File: src/rtl/ttl_shift_serializer.sv
// rtl/ttl_shift_serializer.sv - multi-plane PISO shift serializer with bit counter
//
// Ports:
//   CLK     rising-edge clock
//   RST     asynchronous active-high reset
//   CLRn    synchronous clear, active-low (overrides INH)
//   INH     clock inhibit, freezes registers and counter
//   SH_LDn  0 = parallel load, 1 = shift
//   FLIP    0 = shift toward MSB (Q from MSB), 1 = shift toward LSB (Q from LSB)
//   SER     serial fill bit per plane
//   D       parallel data, plane p at D[p*WIDTH +: WIDTH]
//   LATCH   shadow capture strobe (shadow build only)
//   Q       serial output per plane
//   QP      parallel register contents
//   CNT     valid bits remaining
//   LAST    CNT == 1
//   EMPTY   CNT == 0
//   SHV     shadow valid (shadow build only)
//
// Optional feature: define SHIFT_SHADOW_EN to build the per-plane shadow
// register with seamless reload when the last valid bit is shifted out.
module ttl_shift_serializer #(
  parameter  int WIDTH  = 8,
  parameter  int PLANES = 4,
  localparam int CW     = $clog2(WIDTH + 1)
) (
  input  logic                      CLK,
  input  logic                      RST,
  input  logic                      CLRn,
  input  logic                      INH,
  input  logic                      SH_LDn,
  input  logic                      FLIP,
  input  logic [PLANES-1:0]         SER,
  input  logic [PLANES*WIDTH-1:0]   D,
  input  logic                      LATCH,
  output logic [PLANES-1:0]         Q,
  output logic [PLANES*WIDTH-1:0]   QP,
  output logic [CW-1:0]             CNT,
  output logic                      LAST,
  output logic                      EMPTY
`ifdef SHIFT_SHADOW_EN
  ,
  output logic                      SHV
`endif
);

  localparam logic [CW-1:0] CNT_FULL = CW'(WIDTH);
  localparam logic [CW-1:0] CNT_ONE  = CW'(1);

  logic [PLANES*WIDTH-1:0] sr_q, sr_d;
  logic [CW-1:0]           cnt_q, cnt_d;
  logic                    shift_edge;
  logic                    reload;

  // A "shift edge" is any edge that would move data if no reload intervened.
  assign shift_edge = CLRn && !INH && SH_LDn;

`ifdef SHIFT_SHADOW_EN
  logic [PLANES*WIDTH-1:0] sh_q, sh_d;
  logic                    shv_q, shv_d;

  // Swap in the shadow exactly when the last valid bit leaves, so the
  // pixel stream continues without a gap.
  assign reload = shift_edge && (cnt_q == CNT_ONE) && shv_q;

  always_comb begin
    sh_d  = sh_q;
    shv_d = shv_q;
    if (!CLRn) begin
      shv_d = 1'b0;
    end else begin
      if (reload) begin
        shv_d = 1'b0;
      end
      // A capture on the reload edge refills the shadow, so it stays valid.
      if (LATCH) begin
        sh_d  = D;
        shv_d = 1'b1;
      end
    end
  end

  always_ff @(posedge CLK or posedge RST) begin
    if (RST) begin
      sh_q  <= '0;
      shv_q <= 1'b0;
    end else begin
      sh_q  <= sh_d;
      shv_q <= shv_d;
    end
  end

  assign SHV = shv_q;
`else
  logic unused_latch;
  assign unused_latch = LATCH;
  assign reload       = 1'b0;
`endif

  always_comb begin
    sr_d  = sr_q;
    cnt_d = cnt_q;
    if (!CLRn) begin
      sr_d  = '0;
      cnt_d = '0;
    end else if (!INH) begin
      if (!SH_LDn) begin
        sr_d  = D;
        cnt_d = CNT_FULL;
      end else if (reload) begin
`ifdef SHIFT_SHADOW_EN
        sr_d  = sh_q;
`endif
        cnt_d = CNT_FULL;
      end else begin
        for (int p = 0; p < PLANES; p++) begin
          if (FLIP) begin
            sr_d[p*WIDTH +: WIDTH] = {SER[p], sr_q[p*WIDTH+1 +: WIDTH-1]};
          end else begin
            sr_d[p*WIDTH +: WIDTH] = {sr_q[p*WIDTH +: WIDTH-1], SER[p]};
          end
        end
        // Serial fill keeps flowing after the counter bottoms out.
        cnt_d = (cnt_q == '0) ? '0 : cnt_q - CNT_ONE;
      end
    end
  end

  always_ff @(posedge CLK or posedge RST) begin
    if (RST) begin
      sr_q  <= '0;
      cnt_q <= '0;
    end else begin
      sr_q  <= sr_d;
      cnt_q <= cnt_d;
    end
  end

  // Output tap follows FLIP combinationally so X-flip needs no extra cycle.
  always_comb begin
    Q = '0;
    for (int p = 0; p < PLANES; p++) begin
      Q[p] = FLIP ? sr_q[p*WIDTH] : sr_q[p*WIDTH + WIDTH - 1];
    end
  end

  assign QP    = sr_q;
  assign CNT   = cnt_q;
  assign LAST  = (cnt_q == CNT_ONE);
  assign EMPTY = (cnt_q == '0);

endmodule

File: config.mk
export PLATFORM = sky130hd
export DESIGN_NAME = ttl_shift_serializer
export DESIGN_NICKNAME = d
export VERILOG_FILES = /design/src/rtl/ttl_shift_serializer.sv
export SDC_FILE = /design/constraint.sdc
export NUM_CORES = 1
export LEC_CHECK = 0
export ABC_AREA = 1
export ABC_CLOCK_PERIOD_IN_PS = 1100
export CAP_MARGIN = 20
export CORE_ASPECT_RATIO = 1.1
export CORE_MARGIN = 5
export CORE_UTILIZATION = 40
export DETAILED_ROUTE_END_ITERATION = 10
export PLACE_DENSITY_LB_ADDON = 0.05
export SYNTH_ARGS = -nofsm -noshare
export SYNTH_HDL_FRONTEND = slang
export SYNTH_SLANG_ARGS = --single-unit
File: constraint.sdc
create_clock -name CLK -period 1.1 [get_ports CLK]
set_input_delay 0.275 -clock CLK [delete_from_list [all_inputs] [get_ports CLK]]
set_output_delay 0.275 -clock CLK [all_outputs]
set_load 0.1 [all_outputs]
==> flow_summary.rst, run 1 <==
.. list-table::
   :header-rows: 1

   * - Metric
     - Value
   * - Result of the run
     - complete, but fails checks
   * - Violated checks
     - negative setup slack
   * - Via count of the first global-routing pass
     - ~2,800
   * - Count of nets after finishing
     - 513
   * - Number of cells on the critical path
     - 2
   * - Setup WS post-layout
     - -0.4967 ns
   * - Cell with the largest stage delay on the worst path
     - sky130_fd_sc_hd__dfrtp_4
   * - Internal power
     - about 3 mW
   * - Buffers plus inverters on the worst setup path
     - 1
   * - Share of power burned in the clock network
     - ~27%
   * - Clk_lat worst skew
     - ~0.30 ns
   * - Root cell of the clock tree
     - sky130_fd_sc_hd__clkbuf_8
   * - 1st-pass router iterations
     - 5
   * - Max cap viols
     - 0
   * - Maximum number of buffers from clock root to sink
     - 2
   * - Endpoints failing hold
     - 0
   * - # diodes
     - 0
   * - Vertical die dimension
     - 88.66 um
   * - Growth of design area from synthesis to finish
     - 104.0%
   * - Overflow after GRT
     - 0
   * - Netlist area before placement
     - about 2200 um^2
   * - Top-level I/O count
     - 85
   * - Routed length per instance
     - about 15 um
   * - CP Launch Type
     - flip-flop
   * - # DRC
     - 0
   * - Final Critical Period
     - ~1.6 ns
   * - Total Die Area
     - 7226 um^2
   * - Setup clock skew after layout
     - 0.01178 ns
   * - Port buffer count
     - 83
   * - CP delay by family, top
     - flip-flops
   * - Sum of net half-perimeters after detailed placement
     - 4994 um
   * - Required time of the worst setup path
     - 0.82 ns
   * - Final setup violation count
     - 47
   * - Count of unique library cells instantiated by Yosys
     - 15
   * - Number of cells produced by synthesis
     - roughly 330
   * - Slew at the pin closest to its max-slew limit
     - 0.2598 ns
   * - Total power consumption of the routed design
     - around 4.8 mW
   * - Dominant cells by area after synthesis
     - sky130_fd_sc_hd__dfrtp_1 40%, sky130_fd_sc_hd__nand2_1 31%, sky130_fd_sc_hd__nand3_1 12%
   * - Top_reg_cell synth
     - sky130_fd_sc_hd__dfrtp_1
   * - Wirelength, routed
     - between 8000 and 9000 um
   * - Reg2reg path depth
     - 8
   * - Area leader, netlist
     - sky130_fd_sc_hd__dfrtp_1
   * - Number of core rows
     - 28
   * - Wire length of the first global-routing pass
     - around 13,000 um
   * - CTS tree
     - done
   * - Period utilisation layout
     - 145.2%
   * - Net switching power figure
     - 1.790 mW
   * - Total of warnings raised by yosys
     - 0
   * - Crit path arrival time
     - 1.32 ns
   * - Final max-slew violation count
     - 0
   * - Switching part of the total power
     - 36.90%
   * - Seq pwr share
     - a little under a third
   * - Register-to-register setup slack
     - -0.15 ns
   * - Part of the Yosys area used for sequential elements
     - between 40% and 50%
   * - Largest net degree at the start of global routing
     - 37
   * - Routed via count divided by cell count
     - ~5
   * - Via count
     - between 2,000 and 3,000
   * - F_max
     - 0.6263 GHz
   * - Pwr dens
     - around 1100 nW/um^2
   * - Unrepaired setup endpoints after global routing
     - yes
   * - Global placer's final weighted congestion
     - ~0.84
   * - Fraction of the core area covered by cells at the end of the flow
     - a little over four fifths
   * - Worst min path class
     - in -> async
   * - Post-layout instance count excluding filler cells
     - about 550
   * - Setup crit end kind
     - output pin
   * - Worst Path Class, Setup
     - reg -> out
   * - Width of the die
     - slightly above 80 um
   * - Max incr delay on CP
     - ~0.5 ns
   * - DRT iter0 DRCs
     - ~170
   * - Post-synth ARST share
     - 100.0%
   * - Count of H-tree levels built during CTS
     - 2
   * - GR Util All Layers
     - 23.19%
   * - Flops & latches, synth
     - 36
   * - Number of clock sinks
     - 36
   * - Worst max-slew margin expressed relative to the limit
     - slightly above 80%
   * - Number of synthesized flops with an enable pin
     - 0
   * - Top cell type's share of synthesized area
     - about 40%
   * - Core area
     - 5430 um^2
   * - Number of antenna violations at the first check in global routing
     - 0
   * - Starting density of the core
     - roughly two fifths
   * - Number of nets with antenna violations after detailed routing
     - 0
   * - Total instance count after detailed placement
     - approximately 500
   * - Worst R2R End
     - CNT[2]
   * - Worst supply voltage drop on vdd
     - approximately 1.1 mV
   * - Critical path peak fanout
     - 3
   * - Layout cell share with drive strength beyond 1
     - ~45%
   * - Static Leakage
     - 2.279 nW
   * - Cts bufs inserted
     - 5
   * - Reg-to-reg critical path startpoint
     - CNT[2]
   * - Portion of total power attributed to combinational logic
     - approximately two fifths
   * - Post-synthesis area per instance
     - roughly 7 um^2
   * - Cell Chain, Critical Path
     - nor4_4, buf_12
   * - Clock slew at reported path FFs
     - around 0.080 ns
   * - Worst setup slack after placement
     - -0.5549 ns
   * - Syn_nets
     - about 370
worst min-delay path, stage by stage:
cell	delay, ns
sky130_fd_sc_hd__clkdlybuf4s50_1	0.39
sky130_fd_sc_hd__inv_1	0.09
sky130_fd_sc_hd__buf_12	0.23
state kept, by name (all words and copies together) (netlist names):
register  flops
QP           32
CNT           4
routing by layer:
metal	wire length, um	vias up	share of wire [%]	GRT usage [%]
met1	3185	1336	39	26.13
met4	159	0	2.0	10.45
met5	0	-	0	0
met3	661	15	8.2	7.536
met2	4103	109	51	39.70
li1	-	1321	-	-
how the worst max path moves through the flow:
stage           start  endpoint  slack (ns)
2_1_floorplan  CNT[1]      LAST       -0.95
3_3_place_gp     CLRn    QP[25]       -0.49
3_5_place_dp      INH     QP[7]       -0.55
4_1_cts        CNT[2]      LAST       -0.49
5_1_grt        CNT[2]      LAST       -0.55
6_report       CNT[2]      LAST       -0.50
cell usage in the layout (no fill, tap or decap), types with 2 or more instances in the layout:
cell                                n
sky130_fd_sc_hd__buf_12            49
sky130_fd_sc_hd__inv_2              2
sky130_fd_sc_hd__dlygate4sd2_1      2
sky130_fd_sc_hd__clkdlybuf4s50_1   37
sky130_fd_sc_hd__nor2_1             4
sky130_fd_sc_hd__nand2_4           13
sky130_fd_sc_hd__nand3_1           50
sky130_fd_sc_hd__inv_4              2
sky130_fd_sc_hd__nand2_8            4
sky130_fd_sc_hd__nand2_1          161
sky130_fd_sc_hd__inv_1              2
sky130_fd_sc_hd__inv_6              2
sky130_fd_sc_hd__buf_6             18
sky130_fd_sc_hd__nand2_2            6
sky130_fd_sc_hd__nand3_2           19
sky130_fd_sc_hd__nor2_2             2
sky130_fd_sc_hd__clkbuf_8           7
sky130_fd_sc_hd__buf_4             45
sky130_fd_sc_hd__dfrtp_4           12
sky130_fd_sc_hd__o21ai_0            3
sky130_fd_sc_hd__dfrtp_2           24
repair_timing:
action	in CTS	in global routing
cloned	2	0
pin swaps	14	8
hold buffers	0	0
setup buffers	34	8
endpoints found under the setup margin	76	59
gates resized for setup	25	28
per-stage QoR:
| step | area (um^2) | hold slack, ns | setup TNS [ns] |
|---|---|---|---|
| after detailed placement | 3938 | 0.5593 | -18.50 |
| after CTS | 4454 | 0.3269 | -7.120 |
| after global placement | 3938 | 0.5523 | -17.20 |
| after floorplan | 2482 | 0.4045 | -4.456 |
| final | 4589 | 0.3142 | -7.705 |
| after global routing | 4589 | 0.3426 | -8.944 |
cell usage after synthesis, types with 3 or more instances:
cell type / instances
sky130_fd_sc_hd__nand2_1: 183
sky130_fd_sc_hd__nand3_1: 54
sky130_fd_sc_hd__dfrtp_1: 36
sky130_fd_sc_hd__nand3_2: 15
sky130_fd_sc_hd__buf_2: 9
sky130_fd_sc_hd__buf_6: 6
sky130_fd_sc_hd__inv_1: 6
sky130_fd_sc_hd__nor2_1: 6
sky130_fd_sc_hd__buf_4: 4
sky130_fd_sc_hd__inv_2: 3
sky130_fd_sc_hd__o21ai_0: 3
power groups by stage:
stage	clock network, mW	logic [mW]	registers [mW]
5_1_grt	1.38	2.09	1.53
3_5_place_dp	0	1.74	1.57
4_1_cts	1.33	1.93	1.52
2_1_floorplan	0	0.518	2.05
6_report	1.32	2.01	1.52
3_3_place_gp	0	1.72	1.57
cell families (layout without fill, tap and decap cells):
kind of cell           after synthesis  after routing  synth area share [%]
AO/OA/AOI/OAI                        3              3                0.6672
flip-flops                          36             36                 40.04
buffers and inverters               29            171                 8.008
AND/OR/NAND/NOR                    261            261                 51.28
area by class of cell:
| cell class | count | area, um^2 |
|---|---|---|
| Clock buffer | 7 | 96.34 |
| Inverter | 9 | 52.55 |
| Multi-Input combinational cell | 264 | 1384 |
| Clock inverter | 1 | 30.03 |
| Tap cell | 75 | 93.84 |
| Fill cell | 310 | 840.8 |
| Sequential cell | 36 | 975.9 |
| Timing Repair Buffer | 154 | 1957 |
(Power assumes the default switching activity.)
==> inputs of run 2 (changes only) <==
- CORE_MARGIN: 5 -> default
==> run 2 against run 1 <==
Compared with the run above:
- the run still ends with negative setup slack left
- register-to-register slack barely moved
- total power fell by 0.74%
- non-clock buffer count did not move
- hold slack improved by 0.023 ns
- critical endpoint is now EMPTY
- largest cell class unchanged
==> flow_summary.rst, run 2 (synthesis gave the netlist of run 1 again) <==
.. list-table::
   :header-rows: 1

   * - Metric
     - Value
   * - Layout cell share with drive strength beyond 1
     - 42.68% (-2.1 points)
   * - Root cell of the clock tree
     - sky130_fd_sc_hd__clkbuf_8
   * - Overflow after GRT
     - 0 (unchanged)
   * - Final Critical Period
     - 1.627 ns (+0.03070 ns)
   * - GR Util All Layers
     - 25.87% (+2.7 points)
   * - Wire length of the first global-routing pass
     - 11,970 um (-7.4%)
   * - Sum of net half-perimeters after detailed placement
     - 4955 um (-0.78%)
   * - Unrepaired setup endpoints after global routing
     - yes
   * - Setup TNS
     - -7.554 ns (+0.1516 ns)
   * - Multi-input logic area
     - 1341 um^2 (-3.1%)
   * - Wirelength, routed
     - 7913 um (-2.4%)
   * - Final max-slew violation count
     - 0 (unchanged)
   * - Width of the die
     - 73.51 um (-9.8%)
   * - Count of filler cells inserted in the layout
     - 321 (+3.5%)
   * - Growth of design area from synthesis to finish
     - 102.6%
   * - Number of clock sinks
     - 36 (unchanged)
   * - Post-route cell area
     - 4558 um^2 (-0.68%)
   * - Via count of the first global-routing pass
     - 2,706 (-3.1%)
   * - Post-detailed-placement cell area
     - 4035 um^2 (+2.5%)
   * - Critical path peak fanout
     - 3 (unchanged)
   * - Worst Path Class, Setup
     - reg -> out
   * - Clk_lat worst skew
     - 0.29 ns (about the same)
   * - Number of nets with antenna violations after detailed routing
     - 0 (unchanged)
   * - F_max
     - 0.6145 GHz (-1.9%)
   * - Top-level I/O count
     - 85 (unchanged)
   * - Port buffer count
     - 83 (unchanged)
   * - Number of core rows
     - 28 (unchanged)
   * - Worst supply voltage drop on vdd
     - 0.7125 mV (-33%)
   * - DRT iter0 DRCs
     - 156 (-6.6%)
   * - Most used cells in the layout excluding fill and tap cells
     - 169 x sky130_fd_sc_hd__nand2_1, 54 x sky130_fd_sc_hd__buf_12, 51 x sky130_fd_sc_hd__nand3_1
   * - # DRC
     - 0 (unchanged)
   * - Core area
     - 5395 um^2 (-0.65%)
   * - CTS tree
     - done
   * - Setup crit end kind
     - output pin
   * - Result of the run
     - complete, but fails checks
   * - Worst max-slew margin expressed relative to the limit
     - 82.73% (+0.18 points)
   * - Maximum number of buffers from clock root to sink
     - 2 (unchanged)
   * - Via count
     - 2,799 (+0.65%)
   * - Total Die Area
     - 5929 um^2 (-18%)
   * - 1st-pass router iterations
     - 5 (unchanged)
   * - Setup clock skew after layout
     - 0.008693 ns (-0.003088 ns)
   * - Routed via count divided by cell count
     - 5.126 (+0.65%)
   * - Violated checks
     - negative setup slack
   * - Max cap viols
     - 0 (unchanged)
   * - Fraction of the core area covered by cells at the end of the flow
     - 84.49% (about the same)
   * - Setup WS post-layout
     - -0.5274 ns (-0.03070 ns)
   * - Worst min path class
     - in -> async
   * - Vertical die dimension
     - 80.66 um (-9.0%)
   * - Count of H-tree levels built during CTS
     - 2 (unchanged)
   * - Endpoints failing hold
     - 0 (unchanged)
   * - Crit path arrival time
     - 1.35 ns (+0.03 ns)
   * - Number of antenna violations at the first check in global routing
     - 0 (unchanged)
   * - Largest net degree at the start of global routing
     - 37 (unchanged)
   * - Slew at the pin closest to its max-slew limit
     - 0.2570 ns (-0.002723 ns)
   * - Count of nets after finishing
     - 513 (unchanged)
   * - Routed length per instance
     - 14.49 um (-2.4%)
   * - Reg2reg path depth
     - 7 (-1)
   * - # diodes
     - 0 (unchanged)
   * - Hold buffer count at cts
     - 0 (unchanged)
   * - Starting density of the core
     - 41.70% (+0.27 points)
   * - Total power consumption of the routed design
     - 4.814 mW (-0.74%)
   * - Storage element area
     - 975.9 um^2 (unchanged)
   * - Pwr dens
     - 1056 nW/um^2 (about the same)
   * - CP Launch Type
     - flip-flop
   * - Clock slew at reported path FFs
     - 0.07 ns (about the same)
   * - Static Leakage
     - 2.273 nW (-0.28%)
   * - Period utilisation layout
     - 147.9% (+2.8 points)
   * - Final setup violation count
     - 43 (-8.5%)
   * - Global placer's final weighted congestion
     - 0.7941 (-5.0%)
   * - Required time of the worst setup path
     - 0.82 ns (about the same)
   * - Leading cell type in the layout, fill and taps excluded
     - sky130_fd_sc_hd__nand2_1
   * - Largest register FFs
     - 32 (unchanged)
   * - Cts bufs inserted
     - 5 (unchanged)
==> run 2: cell types whose count changed in the layout (fill, tap and decap cells not counted), sizes merged <==
cell           change
buf                +1
dlymetal6s2s       +1
bufbuf             -1
clkdlybuf4s15      -1
==> run 2: path summary, 6_finish.rpt <==
kind,start,to,slack (ns)
max in group asynchronous,RST,QP[24],0.56
setup reg to reg,CNT[1],CNT[1],-0.14
hold reg to reg,QP[31],QP[31],0.62
setup / recovery,CNT[2],EMPTY,-0.53
hold / removal,RST,CNT[3],0.34
min in group CLK,CLRn,CNT[3],0.46
==> run 2: final cells by class <==
type	instances	share of cell area [%]
clock buffer	7	2.114
clock inverter	1	0.6588
inverter	9	0.9333
multi-input combinational	264	29.43
sequential	36	21.41
tap	75	2.059
timing repair buffer	154	43.40
==> run 2: power by group <==
group	internal [mW]	total, mW	switching (mW)
Clock	0.801	1.30	0.503
Sequential	1.42	1.52	0.104
Combinational	0.834	1.99	1.15
==> run 2: critical path, stage by stage (launching register included) <==
cell	delay (ns)
sky130_fd_sc_hd__dfrtp_4	0.51
sky130_fd_sc_hd__nor2_2	0.16
sky130_fd_sc_hd__nand2_1	0.13
sky130_fd_sc_hd__clkinvlp_4	0.10
sky130_fd_sc_hd__buf_12	0.16
==> run 2: through the flow <==
stage | hold WS [ns] | worst slack, ns | std cells
detailed placement | 0.5587 | -0.3898 | 501
finish | 0.3368 | -0.5274 | 546
global placement | 0.5524 | -0.3575 | 501
CTS | 0.3494 | -0.5079 | 539
global route | 0.3739 | -0.5807 | 546
floorplan | 0.4045 | -0.9453 | 329
==> run 2: layer usage <==
layer | track usage [%] | up-vias | wire [um]
met1 | 31.32 | 1372 | 3135
met2 | 45.32 | 97 | 4279
met3 | 5.019 | 8 | 423
li1 | - | 1322 | -
met4 | 8.654 | 0 | 75
met5 | 0 | - | 0
==> run 2: what timing repair did <==
item / CTS / global route
setup endpoints to repair: 77 / 59
pin swaps: 7 / 8
setup buffers: 30 / 7
hold endpoints to repair: 0 / 0
gates resized for setup: 9 / 17
==> inputs of run 3 (changes only) <==
- SKIP_CTS_REPAIR_TIMING: default -> 1
==> run 3 against run 2 <==
Compared with the run above:
- the run still ends with negative setup slack left
- non-clock buffer count is 13 lower
- final cell count is 2.4% lower
- flip-flop and latch count stayed put
- wire length is 12% lower
- first-iteration DRC count is 21% higher
- die area stayed put
- total power is 1.7% lower
- sequential share of layout area is 0.65 points higher
- global-route usage is 2.3 points lower
- largest power group unchanged
==> flow_summary.rst, run 3 (synthesis gave the netlist of run 1 again) <==
.. list-table::
   :header-rows: 1

   * - Metric
     - Value
   * - Result of the run
     - complete, but fails checks
   * - Violated checks
     - negative setup slack
   * - 1st-pass router iterations
     - 4 (-1)
   * - DRT iter0 DRCs
     - 188 (+21%)
   * - Largest register FFs
     - 32 (unchanged)
   * - Cell Chain, Critical Path
     - nor4_4, buf_12
   * - Via count of the first global-routing pass
     - 2,435 (-10%)
   * - Width of the die
     - 73.51 um (unchanged)
   * - Maximum number of buffers from clock root to sink
     - 2 (unchanged)
   * - Slew at the pin closest to its max-slew limit
     - 0.2563 ns (-0.0007253 ns)
   * - Crit path arrival time
     - 1.34 ns (about the same)
   * - Period utilisation layout
     - 146.7% (-1.2 points)
   * - Number of core rows
     - 28 (unchanged)
   * - F_max
     - 0.6196 GHz (+0.84%)
   * - Overflow after GRT
     - 0 (unchanged)
   * - Final max-slew violation count
     - 0 (unchanged)
   * - Layout cell share with drive strength beyond 1
     - 39.96% (-2.7 points)
   * - Vertical die dimension
     - 80.66 um (unchanged)
   * - Required time of the worst setup path
     - 0.82 ns (about the same)
   * - Port buffer count
     - 83 (unchanged)
   * - Worst max-slew margin expressed relative to the limit
     - 82.78% (about the same)
   * - Root cell of the clock tree
     - sky130_fd_sc_hd__clkbuf_8
   * - # DRC
     - 0 (unchanged)
   * - Wire length of the first global-routing pass
     - 10,950 um (-8.5%)
   * - Fin Hold WS
     - 0.3355 ns (-0.001295 ns)
   * - Endpoints failing hold
     - 0 (unchanged)
   * - Max incr delay on CP
     - 0.51 ns (about the same)
   * - Largest net degree at the start of global routing
     - 37 (unchanged)
   * - Via count
     - 2,632 (-6.0%)
   * - Post-route cell area
     - 4423 um^2 (-3.0%)
   * - Setup TNS
     - -6.903 ns (+0.6506 ns)
   * - Count of H-tree levels built during CTS
     - 2 (unchanged)
   * - Fraction of the core area covered by cells at the end of the flow
     - 81.98% (-2.5 points)
   * - Core area
     - 5395 um^2 (unchanged)
   * - GR Util All Layers
     - 23.62% (-2.3 points)
   * - Number of cells on the critical path
     - 2 (-2)
   * - Pwr dens
     - 1070 nW/um^2 (+1.3%)
   * - Number of antenna violations at the first check in global routing
     - 0 (unchanged)
   * - Number of nets with antenna violations after detailed routing
     - 0 (unchanged)
   * - Cts bufs inserted
     - 5 (unchanged)
   * - Leading cell type in the layout, fill and taps excluded
     - sky130_fd_sc_hd__nand2_1
   * - Growth of design area from synthesis to finish
     - 96.61%
   * - Worst setup slack after placement
     - -0.3898 ns (unchanged)
   * - Global placer's final weighted congestion
     - 0.7941 (unchanged)
   * - # diodes
     - 0 (unchanged)
   * - Max cap viols
     - 0 (unchanged)
   * - CP Launch Type
     - flip-flop
   * - Static Leakage
     - 2.200 nW (-3.2%)
   * - Critical path peak fanout
     - 4 (+1)
   * - Worst Path Class, Setup
     - reg -> out
   * - Count of filler cells inserted in the layout
     - 367 (+14%)
   * - Wirelength, routed
     - 6983 um (-12%)
   * - Worst supply voltage drop on vdd
     - 0.6383 mV (-10%)
   * - Number of clock sinks
     - 36 (unchanged)
   * - Starting density of the core
     - 41.70% (unchanged)
   * - Routed length per instance
     - 13.10 um (-9.6%)
   * - Worst min path class
     - in -> async
   * - Reg2reg path depth
     - 6 (-1)
   * - Final setup violation count
     - 43 (unchanged)
   * - Routed via count divided by cell count
     - 4.938 (-3.7%)
   * - Most used cells in the layout excluding fill and tap cells
     - 171 x sky130_fd_sc_hd__nand2_1, 54 x sky130_fd_sc_hd__nand3_1, 54 x sky130_fd_sc_hd__buf_12
   * - Unrepaired setup endpoints after global routing
     - yes
   * - Top-level I/O count
     - 85 (unchanged)
   * - Count of nets after finishing
     - 500 (-2.5%)
   * - CTS tree
     - done
   * - Setup WS post-layout
     - -0.5138 ns (+0.01358 ns)
   * - Final Critical Period
     - 1.614 ns (-0.01358 ns)
   * - Clock slew at reported path FFs
     - 0.07 ns (about the same)
   * - Buffers plus inverters on the worst setup path
     - 1 (-1)
   * - Clk_lat worst skew
     - 0.29 ns (about the same)
   * - Cell with the largest stage delay on the worst path
     - sky130_fd_sc_hd__dfrtp_4
   * - CP delay by family, top
     - flip-flops
   * - Setup crit end kind
     - output pin
   * - Setup clock skew after layout
     - 0.006782 ns (-0.001911 ns)
   * - Post-detailed-placement cell area
     - 4035 um^2 (unchanged)
   * - Total Die Area
     - 5929 um^2 (unchanged)
   * - Sum of net half-perimeters after detailed placement
     - 4955 um (unchanged)
run 3: routing by layer:
layer	wire length [um]	track usage [%]	part of all wire [%]	up-vias
li1	-	-	-	1293
met1	2957	30.75	42	1251
met2	3612	39.82	52	86
met3	388	4.391	5.6	2
met4	25	6.154	0.36	0
met5	0	0	0	-
run 3: cell type report:
cell class	instances	area [um^2]	area share [%]
inverters	9	45.04	1.018
clock buffers	7	96.34	2.178
multi-input cells	264	1316	29.76
flip-flops and latches	36	975.9	22.07
clock inverters	1	30.03	0.6789
repair buffers	141	1866	42.18
well taps	75	93.84	2.122
run 3: worst paths after layout:
path                            startpoint     end  slack [ns]
worst min register to register      QP[19]  QP[19]        0.57
worst max register to register      CNT[1]  CNT[2]           0
max in group asynchronous              RST   QP[0]        0.55
worst max-delay path                CNT[1]    LAST       -0.51
worst min-delay path                   RST  CNT[3]        0.34
min in group CLK                      CLRn  CNT[3]        0.35
run 3: worst register-to-register path, cell delays in order (launching register included):
cell and delay [ns]:
sky130_fd_sc_hd__dfrtp_4 0.51, sky130_fd_sc_hd__nor2_2 0.12, sky130_fd_sc_hd__buf_4 0.13, sky130_fd_sc_hd__nand2_1 0.04
sky130_fd_sc_hd__nand2_1 0.05, sky130_fd_sc_hd__nand2_1 0.06, sky130_fd_sc_hd__nor2_1 0.11
run 3: stage by stage:
step / power (mW) / cells
floorplan: 2.571 / 329
global placement: 3.338 / 501
detailed placement: 3.357 / 501
CTS: 4.653 / 509
global route: 4.893 / 533
finish: 4.731 / 533
run 3: report_power, final:
group | internal [mW] | switching [mW] | total (mW)
Clock | 0.801 | 0.495 | 1.30
Sequential | 1.42 | 0.115 | 1.53
Combinational | 0.794 | 1.11 | 1.90
Total | 3.01 | 1.72 | 4.73
